## config.mk

```make
export PLATFORM = sky130hd
export DESIGN_NAME = elevator_call_scheduler_flat
export DESIGN_NICKNAME = d
export VERILOG_FILES = /design/src/rtl/elevator_call_scheduler_if.sv /design/src/rtl/elevator_call_scheduler.sv /design/src/flat_wrapper.sv
export SDC_FILE = /design/constraint.sdc
export NUM_CORES = 1
export LEC_CHECK = 0
export CAP_MARGIN = 15
export CORE_MARGIN = 2
export CORE_UTILIZATION = 45
export DETAILED_ROUTE_END_ITERATION = 16
export GPL_TIMING_DRIVEN = 1
export PLACE_DENSITY = 0.76
export SLEW_MARGIN = 20
export SYNTH_ARGS = -nofsm -noshare
export SYNTH_HDL_FRONTEND = slang
export SYNTH_SLANG_ARGS = --single-unit
```

## constraint.sdc

```tcl
create_clock -name clk -period 2.04 [get_ports clk]
set_input_delay 0.612 -clock clk [delete_from_list [all_inputs] [get_ports clk]]
set_output_delay 0.612 -clock clk [all_outputs]
set_load 0.05 [all_outputs]
```

## src/rtl/elevator_call_scheduler_if.sv

```systemverilog
// Signal bundle between the call scheduler, the call panel and the car controller.
interface elevator_call_scheduler_if #(
    parameter int NUM_FLOORS = 16,
    parameter int FLOOR_W    = 4
);
    logic [NUM_FLOORS-1:0] call_buttons;
    logic [FLOOR_W-1:0]    car_floor;
    logic                  car_arrived;
    logic                  target_ready;
    logic [FLOOR_W-1:0]    target_floor;
    logic                  target_valid;
    logic [NUM_FLOORS-1:0] pending;
    logic                  dir_up;
    logic                  busy;

    modport master (
        input  call_buttons, car_floor, car_arrived, target_ready,
        output target_floor, target_valid, pending, dir_up, busy
    );
    modport slave (
        output call_buttons, car_floor, car_arrived, target_ready,
        input  target_floor, target_valid, pending, dir_up, busy
    );
endinterface

```

## src/rtl/elevator_call_scheduler.sv

```systemverilog
// LOOK-policy floor-call scheduler: accumulates calls, picks the next stop,
// offers it to the car over valid/ready and clears calls on arrival.
module elevator_call_scheduler #(
    parameter int NUM_FLOORS = 16,
    parameter int FLOOR_W    = $clog2(NUM_FLOORS)
) (
    input  logic                      clk,
    input  logic                      reset,
    elevator_call_scheduler_if.master bus
);
    typedef enum logic [1:0] {IDLE, SELECT, ISSUE, WAIT_ARRIVE} state_t;

    state_t                state, state_nxt;
    logic [NUM_FLOORS-1:0] pending_q, pending_nxt, clr;
    logic [NUM_FLOORS-1:0] seen_q, seen_nxt;
    logic [NUM_FLOORS-1:0] between;
    logic [FLOOR_W-1:0]    target_q, target_nxt;
    logic [FLOOR_W-1:0]    lo_above, hi_below;
    logic                  has_above, has_below;
    logic                  valid_q, valid_nxt;
    logic                  dir_q, dir_nxt;
    logic                  busy_q;

    // An arrival clears its floor even if the same floor is being called.
    always_comb begin
        clr = '0;
        if (bus.car_arrived) clr[bus.car_floor] = 1'b1;
        pending_nxt = (pending_q | bus.call_buttons) & ~clr;
    end

    // Nearest-call priority encoders plus the open span toward the current target.
    always_comb begin
        has_above = 1'b0;
        lo_above  = '0;
        has_below = 1'b0;
        hi_below  = '0;
        between   = '0;
        for (int i = NUM_FLOORS-1; i >= 0; i--) begin
            if (pending_q[i] && (i > int'(bus.car_floor))) begin
                has_above = 1'b1;
                lo_above  = FLOOR_W'(i);
            end
        end
        for (int i = 0; i < NUM_FLOORS; i++) begin
            if (pending_q[i] && (i < int'(bus.car_floor))) begin
                has_below = 1'b1;
                hi_below  = FLOOR_W'(i);
            end
            if (dir_q)
                between[i] = (i > int'(bus.car_floor)) && (i < int'(target_q));
            else
                between[i] = (i < int'(bus.car_floor)) && (i > int'(target_q));
        end
    end

    always_comb begin
        state_nxt  = state;
        target_nxt = target_q;
        valid_nxt  = valid_q;
        dir_nxt    = dir_q;
        seen_nxt   = seen_q;
        case (state)
            IDLE: begin
                if (pending_q != '0) state_nxt = SELECT;
            end
            SELECT: begin
                seen_nxt  = pending_q;
                state_nxt = ISSUE;
                valid_nxt = 1'b1;
                if (pending_q[bus.car_floor]) begin
                    target_nxt = bus.car_floor;
                end else if (dir_q && has_above) begin
                    target_nxt = lo_above;
                end else if (!dir_q && has_below) begin
                    target_nxt = hi_below;
                end else if (dir_q && has_below) begin
                    dir_nxt    = 1'b0;
                    target_nxt = hi_below;
                end else if (!dir_q && has_above) begin
                    dir_nxt    = 1'b1;
                    target_nxt = lo_above;
                end else begin
                    state_nxt = IDLE;
                    valid_nxt = 1'b0;
                end
            end
            ISSUE: begin
                if (bus.target_ready) begin
                    state_nxt = WAIT_ARRIVE;
                    valid_nxt = 1'b0;
                end
            end
            WAIT_ARRIVE: begin
                // Only calls that appeared since the last pick may pull the car short.
                if (bus.car_arrived && (bus.car_floor == target_q))
                    state_nxt = (pending_nxt != '0) ? SELECT : IDLE;
                else if ((pending_q & ~seen_q & between) != '0)
                    state_nxt = SELECT;
            end
            default: state_nxt = IDLE;
        endcase
    end

    always_ff @(posedge clk or posedge reset) begin
        if (reset) begin
            state     <= IDLE;
            pending_q <= '0;
            seen_q    <= '0;
            target_q  <= '0;
            valid_q   <= 1'b0;
            dir_q     <= 1'b1;
            busy_q    <= 1'b0;
        end else begin
            state     <= state_nxt;
            pending_q <= pending_nxt;
            seen_q    <= seen_nxt;
            target_q  <= target_nxt;
            valid_q   <= valid_nxt;
            dir_q     <= dir_nxt;
            busy_q    <= (state_nxt != IDLE);
        end
    end

    assign bus.pending      = pending_q;
    assign bus.target_floor = target_q;
    assign bus.target_valid = valid_q;
    assign bus.dir_up       = dir_q;
    assign bus.busy         = busy_q;
endmodule

```

## src/flat_wrapper.sv

```systemverilog
// flat-port wrapper written by rule: the top's interface ports become plain ports
module elevator_call_scheduler_flat 
#(
    parameter int NUM_FLOORS = 16,
    parameter int FLOOR_W    = $clog2(NUM_FLOORS)
)
  (clk, reset, bus_call_buttons, bus_car_floor, bus_car_arrived, bus_target_ready, bus_target_floor, bus_target_valid, bus_pending, bus_dir_up, bus_busy);
  elevator_call_scheduler_if #(.NUM_FLOORS(NUM_FLOORS), .FLOOR_W(FLOOR_W)) bus_i ();
  input  logic clk;
  input  logic reset;
  input wire logic [$bits(bus_i.call_buttons)-1:0] bus_call_buttons;
  input wire logic [$bits(bus_i.car_floor)-1:0] bus_car_floor;
  input wire logic [$bits(bus_i.car_arrived)-1:0] bus_car_arrived;
  input wire logic [$bits(bus_i.target_ready)-1:0] bus_target_ready;
  output wire logic [$bits(bus_i.target_floor)-1:0] bus_target_floor;
  output wire logic [$bits(bus_i.target_valid)-1:0] bus_target_valid;
  output wire logic [$bits(bus_i.pending)-1:0] bus_pending;
  output wire logic [$bits(bus_i.dir_up)-1:0] bus_dir_up;
  output wire logic [$bits(bus_i.busy)-1:0] bus_busy;
  assign bus_i.call_buttons = bus_call_buttons;
  assign bus_i.car_floor = bus_car_floor;
  assign bus_i.car_arrived = bus_car_arrived;
  assign bus_i.target_ready = bus_target_ready;
  assign bus_target_floor = bus_i.target_floor;
  assign bus_target_valid = bus_i.target_valid;
  assign bus_pending = bus_i.pending;
  assign bus_dir_up = bus_i.dir_up;
  assign bus_busy = bus_i.busy;
  elevator_call_scheduler #(.NUM_FLOORS(NUM_FLOORS), .FLOOR_W(FLOOR_W)) u_core (.clk(clk), .reset(reset), .bus(bus_i));
endmodule
```

# --- Yosys cells after proc, flatten, opt, wreduce, memory -nomap -nowiden ---
# Index checks and enable logic that the tools add are counted.
classes:
  magnitude_cmp: 60
  n_eq_ne: 5
  muxes: 103
  n_bitwise: 9
  reduce_logical: 76
op_table:
  columns: ["cell", "n"]
  rows:
  - ["two-way mux 4 bit", 27]
  - ["logical AND 1 bit", 64]
  - ["greater-than comparator 4 bit, first input constant", 15]
  - ["< comparator 4 bit, first input constant", 14]
  - ["two-way mux 1 bit", 56]
  - ["nonzero test 16 bit", 3]
  - ["AND 16 bit", 2]
  - ["greater-than comparator 3 x 4 -> 1 bit, first input constant", 8]
  - ["< comparator 3 x 4 -> 1 bit, first input constant", 8]
  - ["inverter 16 bit", 2]
  - ["two-way mux 2 bit", 11]
  - ["AND 16 x 15 -> 16 bit", 1]
  - ["greater-than comparator 2 x 4 -> 1 bit, first input constant", 4]
  - ["< comparator 2 x 4 -> 1 bit, first input constant", 4]
  - ["two-way mux 16 bit", 1]
  - ["bitwise OR 16 bit", 1]
  - ["< comparator 1 x 4 -> 1 bit, first input constant", 3]
  - ["two-way mux 3 bit", 4]
  - ["greater-than comparator 1 x 4 -> 1 bit, first input constant", 2]
  - ["case mux 2 bit (4 select lines)", 1]
  - ["nonzero test 2 bit", 3]
  - ["< comparator 4 x 5 -> 1 bit, second input constant", 1]
  - ["AND reduction 5 bit", 1]
  - ["nonzero test 5 bit", 1]
  - ["other kinds (12)", 16]
totals:
  reg_bits: 41
  inputBits: 24
  out_inout_bits: 23
  word_cells: 260

# --- Logic depth before layout (Yosys ltp) ---
# Gate-level depths: netlist of the first run.
depth:
  word_depth: 25
  depth_mapped: 11
  ltp_nobuf: 7

# --- Worst setup path before layout of the first run ---
# No wires, ideal clock.
synth_timing:
  path_type: "input port to flip-flop"
  from: "input port bus_car_floor[3]"
  to: "register u_core.busy_q, in the netlist u_core.bus.busy"
  setup_time_ps: 136
  arrival_ps: 2328
  required_ps: 1904
  slack_ps: -425
  stages: 9
  path_buffers: 2
  path_cell_list: "buf_4 buf_6 nand3b_4 o32a_1 nor4_2 nand4_1 o41a_1 o21ai_2 o211ai_1"
synth_via:
  word_cells_on_any_way: 161
  classes_between: "order compare: 32; eq/ne: 1; mux: 58; bitwise: 3; reduce/logical: 67"
synth_rtl:
  columns: ["item", "line_no", "text"]
  rows:
  - ["from (decl)", "flat_wrapper.sv:12", "input wire logic [$bits(bus_i.car_floor)-1:0] bus_car_floor;"]
  - ["< comparator 4 x 5 -> 1 bit (not written as such) or greater-or-equal comparator 4 x 1 -> 1 bit (tied branches)", "elevator_call_scheduler.sv:27", "if (bus.car_arrived) clr[bus.car_floor] = 1'b1;"]
  - ["logical AND 1 bit (not written as such)", "elevator_call_scheduler.sv:27", null]
  - ["two-way mux 1 bit (not written as such)", "elevator_call_scheduler.sv:27", null]
  - ["demux 1 bit (select 4 bit) (*)", null, null]
  - ["two-way mux 16 bit (*)", "elevator_call_scheduler.sv:27", null]
  - ["inverter 16 bit (*)", "elevator_call_scheduler.sv:28", "pending_nxt = (pending_q | bus.call_buttons) & ~clr;"]
  - ["AND 16 bit (*)", "elevator_call_scheduler.sv:28", null]
  - ["via u_core.pending_nxt[6]", "elevator_call_scheduler.sv:14", "logic [NUM_FLOORS-1:0] pending_q, pending_nxt, clr;"]
  - ["nonzero test 16 bit (*)", "elevator_call_scheduler.sv:96", "state_nxt = (pending_nxt != '0) ? SELECT : IDLE;"]
  - ["two-way mux 1 bit (*)", "elevator_call_scheduler.sv:96", null]
  - ["two-way mux 2 bit (*)", "elevator_call_scheduler.sv:95", "if (bus.car_arrived && (bus.car_floor == target_q))"]
  - ["case mux 2 bit (4 select lines) (*)", "elevator_call_scheduler.sv:62", "case (state)"]
  - ["nonzero test 2 bit (*)", "elevator_call_scheduler.sv:120", "busy_q <= (state_nxt != IDLE);"]
  - ["to (signal assigned)", "elevator_call_scheduler.sv:120", null]
  - ["to (decl)", "elevator_call_scheduler.sv:22", "logic busy_q;"]
# The timed path passes the listed nets; every way through them passes the cells marked *. The select of a mux whose other input is x is not followed.
# A chain may end at the register's enable or synchronous reset.

# --- Worst setup path in the final report of the first run ---
layout_timing:
  from: "input port bus_car_floor[1]"
  to: "register u_core.target_q[0], in the netlist u_core.bus.target_floor[0]"
layout_via:
  elab_chain_cells: 22
  word_cells_on_any_way: 132
  classes_between: "order compare: 30; mux: 66; reduce/logical: 36"
layout_rtl:
  columns: ["item", "line_no", "text"]
  rows:
  - ["greater-than comparator 4 bit or < comparator 1 x 4 -> 1 bit (tied branches)", "elevator_call_scheduler.sv:39, elevator_call_scheduler.sv:45", null]
  - ["logical AND 1 bit, on equally long branches", "elevator_call_scheduler.sv:39, elevator_call_scheduler.sv:45", null]
  - ["two-way mux 4 bit or two-way mux 1 bit (tied branches) (15 in a row)", "elevator_call_scheduler.sv:39, elevator_call_scheduler.sv:45", null]
  - ["two-way mux 4 bit or logical AND 1 bit (tied branches)", "elevator_call_scheduler.sv:79, elevator_call_scheduler.sv:76", null]
  - ["two-way mux 4 bit", "elevator_call_scheduler.sv:76", "end else if (dir_q && has_below) begin"]
  - ["two-way mux 4 bit", "elevator_call_scheduler.sv:74", "end else if (!dir_q && has_below) begin"]
  - ["two-way mux 4 bit", "elevator_call_scheduler.sv:72", "end else if (dir_q && has_above) begin"]
  - ["two-way mux 4 bit", "elevator_call_scheduler.sv:70", "if (pending_q[bus.car_floor]) begin"]
  - ["to (signal assigned)", "elevator_call_scheduler.sv:117", "target_q <= target_nxt;"]
  - ["to (decl)", "elevator_call_scheduler.sv:17", "logic [FLOOR_W-1:0] target_q, target_nxt;"]
# Parallel ways exist; a longest one is shown, timed or not. The select of a mux whose other input is x is not followed.

==> out/qor.txt, run 1 <==
==============================================================================
Wire length of the first global-routing pass ....................    23,400 um
Power per standard cell area ....................................   837 nW/um2
Die span in y ...................................................      89.6 um
DRC viols .......................................................            0
Final Hold Viols ................................................            0
Worst-path cell chain ........................................... buf_6, buf_6, buf_12, buf_8, buf_12, buf_6, mux4_2, o22ai_4, a21oi_4, nor2_1, o21ai_1, o22ai_2, o31ai_1
Setup violation total in the final timing report ................            9
Buffers on Ports ................................................           46
First-pass detailed-route iteration total .......................            5
Number of filler instances in the final layout ..................          469
Critical Path Stages ............................................           13
Die width .......................................................      89.6 um
Post-route met1 wirelength ......................................      5770 um
Layout-stage area growth over the synthesis result ..............        66.2%
Congestion Overflow GR ..........................................            0
I/O pins ........................................................           47
Top cells by area, synth ........................................ sky130_fd_sc_hd__dfrtp_1, sky130_fd_sc_hd__nand2_1, sky130_fd_sc_hd__a21oi_1, sky130_fd_sc_hd__o21ai_0, sky130_fd_sc_hd__nor2_1
Number of storage elements in the synthesis netlist .............           39
Instance count along the most critical hold path ................            2
Insertion delay of the later-clocked pin in the worst-skew pair .       300 ps
HPWL after detailed placement ...................................    10,100 um
CTS buffer count ................................................            5
Category of the worst setup path launch point ...................   input port
Synthesized netlist cell count ..................................          412
Total design power ..............................................    0.00458 W
Total Routed Length .............................................    15,500 um
Startpoint-to-endpoint class of the critical path ...............    in -> reg
Post-synth top area cell ........................................ sky130_fd_sc_hd__dfrtp_1
Area of the core ................................................     7180 um2
Yosys top cell area share .......................................        0.289
Via/cell ratio ..................................................         6.54
Total Routing Usage GR ..........................................        0.393
Category of the worst setup path capture point ..................    flip-flop
Diodes inserted .................................................            0
Classification of the worst-slack hold path .....................   reg -> reg
Final Max Tran Viols ............................................            0
Worst hold margin ...............................................       487 ps
Synth Net Count .................................................          436
Antenna viol nets, final ........................................            0
Nets ............................................................          604
Most common flop cell mapped by yosys ........................... sky130_fd_sc_hd__dfrtp_1
Cell repeated most along the worst path ......................... sky130_fd_sc_hd__buf_6
Count of max-cap constraint violations ..........................            0
Placed Cells ....................................................          635
Initial antenna violation count .................................            0
LEAKAGE .........................................................      2.32 nW
Final critical-path share of the clock period ...................         1.17
H-tree level count ..............................................            2
Worst Max-Slew Pin Slew .........................................       486 ps
Remaining max-slew budget at the tightest pin ...................        0.672
Endpoint required time on the critical path .....................      2230 ps
Final critical path time including I/O delays and setup .........      2390 ps
Delay of the slowest cell on the worst path .....................       300 ps
Worst-path clk slew .............................................        90 ps
Clock Sinks .....................................................           39
Uppermost metal layer occupied by signal nets ...................         met4
Number of rows created at floorplan .............................           31
Largest delay contributor family on the critical path ........... compound AO/OA/AOI/OAI gates
TritonCTS clock tree ............................................        built
Overall via count from detail_route .............................        4,450
Worst setup slack before clock tree synthesis ...................     -1140 ps
Area used by multi-input combinational logic ....................     2360 um2
Iter 0 DRT Violations ...........................................          591
Worst Path Buf+Inv ..............................................            6
Slack of the critical path ......................................      -353 ps
Worst clock skew ................................................      9.65 ps
Area used by sequential logic in the layout .....................      982 um2
Share of cells above drive strength 1 ...........................        0.456
Failing checks .................................................. negative setup slack
Area of the die .................................................     8020 um2
Result of the run ............................................... finished, violations left
Final cell count without fillers ................................          680
Max Buffers Root-to-Sink ........................................            2
Met3 WL post-DR .................................................      1560 um
Cell with the biggest individual delay on the critical path ..... sky130_fd_sc_hd__o31ai_1
Peak ir drop on the vdd network .................................     0.519 mV
Total number of yosys warnings ..................................            0
Async set-or-reset flop fraction in the synthesized netlist .....         1.00
Final non-filler cell area ......................................     5480 um2
Average detailed-routed wire length per instance ................      22.8 um
Pin count of the biggest net entering global routing ............           40
Starting density of the core ....................................        0.459
Arrival @ worst endpoint ........................................      2580 ps
Number of unique standard cell types used by synthesis ..........           77
Worst R2R Path Depth ............................................            9
Post-Synthesis Mean Instance Area ...............................     8.00 um2
Maximum fanout encountered on the critical timing path ..........            6
Summed instance area of the synthesized netlist .................     3300 um2
Unrepaired setup endpoints after global routing .................          yes
Post-DP Area ....................................................     4660 um2
Root buf cell ................................................... sky130_fd_sc_hd__clkbuf_8
Highest achievable clock rate ...................................      418 MHz
Sequential-to-total area share from yosys stat ..................        0.297
Amount of wire on met2 after detailed routing ...................      7190 um
Hold-fix buffer count after cts .................................            0
Number of synthesized flops with an enable pin ..................            0
GP Congestion ...................................................        0.929
Via count of the first global-routing pass ......................        4,441
==============================================================================
## timing repair
| item | CTS | global route |
|---|---|---|
| cloned | 2 | 0 |
| setup endpoints to repair | 9 | 9 |
| gates resized for setup | 93 | 24 |
| setup buffers | 31 | 6 |
| pin swaps | 32 | 22 |
## worst reg2reg max path: stages, from the launching register on
cell	delay [ps]
sky130_fd_sc_hd__dfrtp_1	470
sky130_fd_sc_hd__buf_4	200
sky130_fd_sc_hd__o21ai_0	350
sky130_fd_sc_hd__a21oi_4	120
sky130_fd_sc_hd__nor4b_4	360
sky130_fd_sc_hd__nand2_2	130
sky130_fd_sc_hd__o31ai_4	280
sky130_fd_sc_hd__buf_6	160
sky130_fd_sc_hd__nand2_1	60
sky130_fd_sc_hd__o31ai_1	80
## final cells by class
class,instances,share of cell area
clock buffers,6,0.0133
well taps,99,0.0226
inverters,8,0.00594
multi-input cells,325,0.431
flip-flops and latches,39,0.179
repair buffers,201,0.337
clock inverters,2,0.0110
## worst paths after layout
check | from | endpoint | slack, ps
max in group asynchronous | reset | u_core.bus.dir_up$_DFFE_PP1P_ | 1090
worst min-delay path | u_core.seen_q[13]$_DFFE_PP0P_ | u_core.seen_q[13]$_DFFE_PP0P_ | 490
worst max-delay path | bus_car_floor[1] | u_core.bus.target_floor[0]$_DFFE_PP0P_ | -350
min in group asynchronous | reset | u_core.seen_q[13]$_DFFE_PP0P_ | 670
worst min register to register | u_core.seen_q[13]$_DFFE_PP0P_ | u_core.seen_q[13]$_DFFE_PP0P_ | 490
worst max register to register | u_core.bus.pending[11]$_DFF_PP0_ | u_core.bus.target_floor[0]$_DFFE_PP0P_ | -300
## per-stage QoR
step / TNS (ps) / util
2_1_floorplan: -2600 / -
6_report: -2490 / 0.763
5_1_grt: -2970 / 0.763
4_1_cts: -1920 / 0.742
3_3_place_gp: -10170 / 0.650
3_5_place_dp: -10680 / 0.650
## Yosys cell counts, types with 6 or more instances
cell type / number
sky130_fd_sc_hd__a21oi_1: 29
sky130_fd_sc_hd__a31oi_1: 11
sky130_fd_sc_hd__buf_2: 7
sky130_fd_sc_hd__clkbuf_1: 21
sky130_fd_sc_hd__dfrtp_1: 38
sky130_fd_sc_hd__inv_1: 7
sky130_fd_sc_hd__nand2_1: 58
sky130_fd_sc_hd__nand2b_1: 6
sky130_fd_sc_hd__nand3_1: 6
sky130_fd_sc_hd__nand4_1: 6
sky130_fd_sc_hd__nor2_1: 26
sky130_fd_sc_hd__nor2b_1: 12
sky130_fd_sc_hd__nor3_1: 14
sky130_fd_sc_hd__o211ai_1: 7
sky130_fd_sc_hd__o21ai_0: 20
sky130_fd_sc_hd__o22ai_1: 7
sky130_fd_sc_hd__o31ai_1: 11
## report_power, final
part / internal (W) / switching [W]
logic: 0.00110 / 0.00148
clock network: 0.000490 / 0.000302
registers: 0.00102 / 0.000197
## sequential cells by signal, summed over array words and instances (netlist names)
register / flops
u_core.bus.pending: 16
u_core.seen_q: 14
u_core.bus.target_floor: 4
u_core.state: 2
u_core.bus.busy: 1
u_core.bus.dir_up: 1
u_core.bus.target_valid: 1
## logic make-up (layout without fill, tap and decap cells)
family | count (synthesis) | in the layout | share of synthesized area
compound gates | 142 | 142 | 0.297
xor+xnor | 4 | 4 | 0.0106
simple gates | 171 | 171 | 0.275
flops | 39 | 39 | 0.297
buf+inv | 48 | 217 | 0.0805
mux | 8 | 8 | 0.0399
## layer usage
metal  up-vias  global-route usage
li1       1871                   -
met1      2111               0.488
met2       367               0.624
met3       101              0.0960
met4         0               0.218
met5         -                   0
## cell usage in the layout, fill, tap and decap left out, types with 4 or more instances in the layout
cell type                         instances
sky130_fd_sc_hd__o31ai_2                  5
sky130_fd_sc_hd__nor3_1                  12
sky130_fd_sc_hd__buf_12                  16
sky130_fd_sc_hd__nor3b_1                  4
sky130_fd_sc_hd__o2111ai_1                4
sky130_fd_sc_hd__mux4_2                   4
sky130_fd_sc_hd__nand4_1                  6
sky130_fd_sc_hd__o211ai_1                 7
sky130_fd_sc_hd__clkdlybuf4s50_1         18
sky130_fd_sc_hd__dfrtp_2                  4
sky130_fd_sc_hd__o21a_1                   5
sky130_fd_sc_hd__and3_1                   4
sky130_fd_sc_hd__buf_6                   18
sky130_fd_sc_hd__a31oi_1                  9
sky130_fd_sc_hd__a21oi_1                 22
sky130_fd_sc_hd__clkbuf_8                 5
sky130_fd_sc_hd__inv_1                    7
sky130_fd_sc_hd__o21ai_0                 15
sky130_fd_sc_hd__o31ai_1                  6
sky130_fd_sc_hd__nand2b_1                 6
sky130_fd_sc_hd__nand3_1                  5
sky130_fd_sc_hd__buf_4                  144
sky130_fd_sc_hd__o21ai_1                  5
sky130_fd_sc_hd__dfrtp_1                 34
sky130_fd_sc_hd__nor2_1                  24
sky130_fd_sc_hd__nor2b_1                 12
sky130_fd_sc_hd__nand2_1                 55
sky130_fd_sc_hd__a21oi_2                  6
Note: power is estimated with default switching activity, not from simulation.
==> inputs of run 2 (changes only) <==
--- a/config.mk
+++ b/config.mk
@@ -5,12 +5,12 @@
 export SDC_FILE = /design/constraint.sdc
 export NUM_CORES = 1
 export LEC_CHECK = 0
-export CAP_MARGIN = 15
 export CORE_MARGIN = 2
 export CORE_UTILIZATION = 45
 export DETAILED_ROUTE_END_ITERATION = 16
+export DONT_BUFFER_PORTS = 1
 export GPL_TIMING_DRIVEN = 1
-export PLACE_DENSITY = 0.76
+export PLACE_DENSITY = 0.67
 export SLEW_MARGIN = 20
 export SYNTH_ARGS = -nofsm -noshare
 export SYNTH_HDL_FRONTEND = slang
==> run 2 against run 1 <==
- the run still ends with negative setup slack left
- critical endpoint is now u_core.bus.busy$_DFF_PP0_
- design area shrank 20%
- hold slack lost 230 ps
- clock skew shrank 1.0 ps
==> out/qor.txt, run 2 (synthesized netlist as in run 1, its figures left out) <==
==============================================================================
Wire length of the first global-routing pass ....................    18,900 um   was 23,400 um
Final Hold Viols ................................................            0   unchanged
CTS buffer count ................................................            5   unchanged
Cell with the biggest individual delay on the critical path ..... sky130_fd_sc_hd__o41a_1   was sky130_fd_sc_hd__o31ai_1
Root buf cell ................................................... sky130_fd_sc_hd__clkbuf_8   unchanged
Arrival @ worst endpoint ........................................      2330 ps   was 2580 ps
Worst clock skew ................................................      8.63 ps   was 9.65 ps
Iter 0 DRT Violations ...........................................          389   was 591
Setup_tns .......................................................      -402 ps   was -2490 ps
Classification of the worst-slack hold path .....................  in -> async   was reg -> reg
Startpoint of the worst-slack reg-to-reg timing path ............ u_core.bus.pending[0]$_DFF_PP0_   was u_core.bus.pending[11]$_DFF_PP0_
I/O pins ........................................................           47   unchanged
Count of max-cap constraint violations ..........................            0   unchanged
Buffers on Ports ................................................            0   was 46
GP Congestion ...................................................        0.995   was 0.929
Worst-path clk slew .............................................        80 ps   was 90 ps
Area of the die .................................................     8020 um2   unchanged
Startpoint-to-endpoint class of the critical path ...............    in -> reg   unchanged
Highest achievable clock rate ...................................      464 MHz   was 418 MHz
Layout-stage area growth over the synthesis result ..............        33.8%   was 66.2%
Total Routing Usage GR ..........................................        0.311   was 0.393
DRC viols .......................................................            0   unchanged
Slack of the critical path ......................................      -115 ps   was -353 ps
Via count of the first global-routing pass ......................        3,616   was 4,441
Placed Cells ....................................................          577   was 635
Setup violation total in the final timing report ................            7   was 9
HPWL after detailed placement ...................................      8990 um   was 10,100 um
Overall via count from detail_route .............................        3,734   was 4,450
Pin count of the biggest net entering global routing ............           41   was 40
Worst setup slack before clock tree synthesis ...................      -391 ps   was -1140 ps
Die span in y ...................................................      89.6 um   unchanged
Number of flip-flops under the largest register name ............           16   unchanged
Failing checks .................................................. negative setup slack   unchanged
Area of the core ................................................     7180 um2   unchanged
Antenna viol nets, final ........................................            0   unchanged
Final cell count without fillers ................................          596   was 680
Worst Max-Slew Pin Slew .........................................       591 ps   was 486 ps
Clock Sinks .....................................................           39   unchanged
Via/cell ratio ..................................................         6.27   was 6.54
Share of cells above drive strength 1 ...........................        0.372   was 0.456
Average detailed-routed wire length per instance ................      20.3 um   was 22.8 um
Worst-case register-to-register setup slack .....................      -100 ps   was -300 ps
Insertion delay of the later-clocked pin in the worst-skew pair .       300 ps   about the same
Worst Path Buf+Inv ..............................................            0   was 6
Worst R2R Path Depth ............................................            8   was 9
First-pass detailed-route iteration total .......................            5   unchanged
Total Routed Length .............................................    12,100 um   was 15,500 um
Starting density of the core ....................................        0.459   unchanged
Final Max Tran Viols ............................................            0   unchanged
Diodes inserted .................................................            0   unchanged
Number of rows created at floorplan .............................           31   unchanged
TritonCTS clock tree ............................................        built   unchanged
Peak ir drop on the vdd network .................................     0.595 mV   was 0.519 mV
Power per standard cell area ....................................   891 nW/um2   was 837 nW/um2
Largest delay contributor family on the critical path ........... compound AO/OA/AOI/OAI gates   unchanged
Delay of the slowest cell on the worst path .....................       480 ps   was 300 ps
Worst-path cell chain ........................................... nand3b_4, o32a_1, nor4_4, nand4_1, o41a_1, o21ai_2, o211ai_1   was buf_6, buf_6, buf_12, buf_8, buf_12, buf_6, mux4_2, o22ai_4, a21oi_4, nor2_1, o21ai_1, o22ai_2, o31ai_1
Congestion Overflow GR ..........................................            0   unchanged
Category of the worst setup path launch point ...................   input port   unchanged
Unrepaired setup endpoints after global routing .................          yes   unchanged
Result of the run ............................................... finished, violations left   unchanged
Max Buffers Root-to-Sink ........................................            2   unchanged
End of the worst register-to-register path ...................... u_core.bus.busy$_DFF_PP0_   was u_core.bus.target_floor[0]$_DFFE_PP0P_
Maximum fanout encountered on the critical timing path ..........           39   was 6
Category of the worst setup path capture point ..................    flip-flop   unchanged
H-tree level count ..............................................            2   unchanged
Nets ............................................................          520   was 604
Remaining max-slew budget at the tightest pin ...................        0.605   was 0.672
Final critical path time including I/O delays and setup .........      2150 ps   was 2390 ps
Initial antenna violation count .................................            0   unchanged
LEAKAGE .........................................................      1.81 nW   was 2.32 nW
Most frequent cells in the layout ............................... sky130_fd_sc_hd__buf_4, sky130_fd_sc_hd__nand2_1, sky130_fd_sc_hd__dfrtp_1   unchanged
Endpoint required time on the critical path .....................      2210 ps   was 2230 ps
Most common library cell in the layout ignoring fill and taps ... sky130_fd_sc_hd__buf_4   unchanged
Die width .......................................................      89.6 um   unchanged
Final critical-path share of the clock period ...................         1.06   was 1.17
==============================================================================
## run 2: per-stage QoR
stage	util	hold WS [ps]	instance area, um2	total power (W)
floorplan	-	437	3330	0.00255
global placement	0.562	452	4030	0.00319
detailed placement	0.562	465	4030	0.00322
CTS	0.590	291	4230	0.00386
global route	0.614	303	4410	0.00418
finish	0.614	257	4410	0.00393
## run 2: final cells by class
type	count	area (um2)
fillers	638	2770
multi-input cells	325	2210
flip-flops and latches	39	986
repair buffers	117	950
inverters	8	32.5
clock buffers	7	96.3
clock inverters	1	7.51
well taps	99	124
## run 2: routing by layer
metal / vias up / share of wire / GRT usage
met1: 1811 / 0.43 / 0.426
met4: 0 / 0.039 / 0.130
met2: 177 / 0.46 / 0.471
met3: 44 / 0.078 / 0.0722
met5: - / 0 / 0
li1: 1702 / - / -
## run 2: how the worst max path moves through the flow
stage / from / end / slack, ps / cells past startpoint
6_report: bus_car_floor[3] / u_core.bus.busy$_DFF_PP0_ / -110 / 7
3_3_place_gp: bus_car_floor[3] / u_core.bus.target_floor[2]$_DFFE_PP0P_ / -350 / 7
4_1_cts: u_core.bus.pending[4]$_DFF_PP0_ / u_core.bus.target_floor[3]$_DFFE_PP0P_ / -40 / 8
2_1_floorplan: bus_car_floor[1] / u_core.bus.target_floor[1]$_DFFE_PP0P_ / -340 / 10
5_1_grt: u_core.bus.pending[4]$_DFF_PP0_ / u_core.bus.target_floor[3]$_DFFE_PP0P_ / -200 / 9
3_5_place_dp: bus_car_floor[3] / u_core.bus.target_floor[3]$_DFFE_PP0P_ / -390 / 8
## run 2: timing repair
| action | 4_1_cts | 5_1_grt |
|---|---|---|
| hold buffers | 0 | 0 |
| setup endpoints to repair | 9 | 10 |
| setup buffers | 2 | 9 |
| pin swaps | 5 | 17 |
| resized for setup | 21 | 29 |
| cloned | 0 | 0 |
## run 2: where the power goes
part           switching [W]  internal, W
clock               0.000302     0.000308
combinational        0.00117     0.000854
sequential          0.000275      0.00102
total                0.00175      0.00218
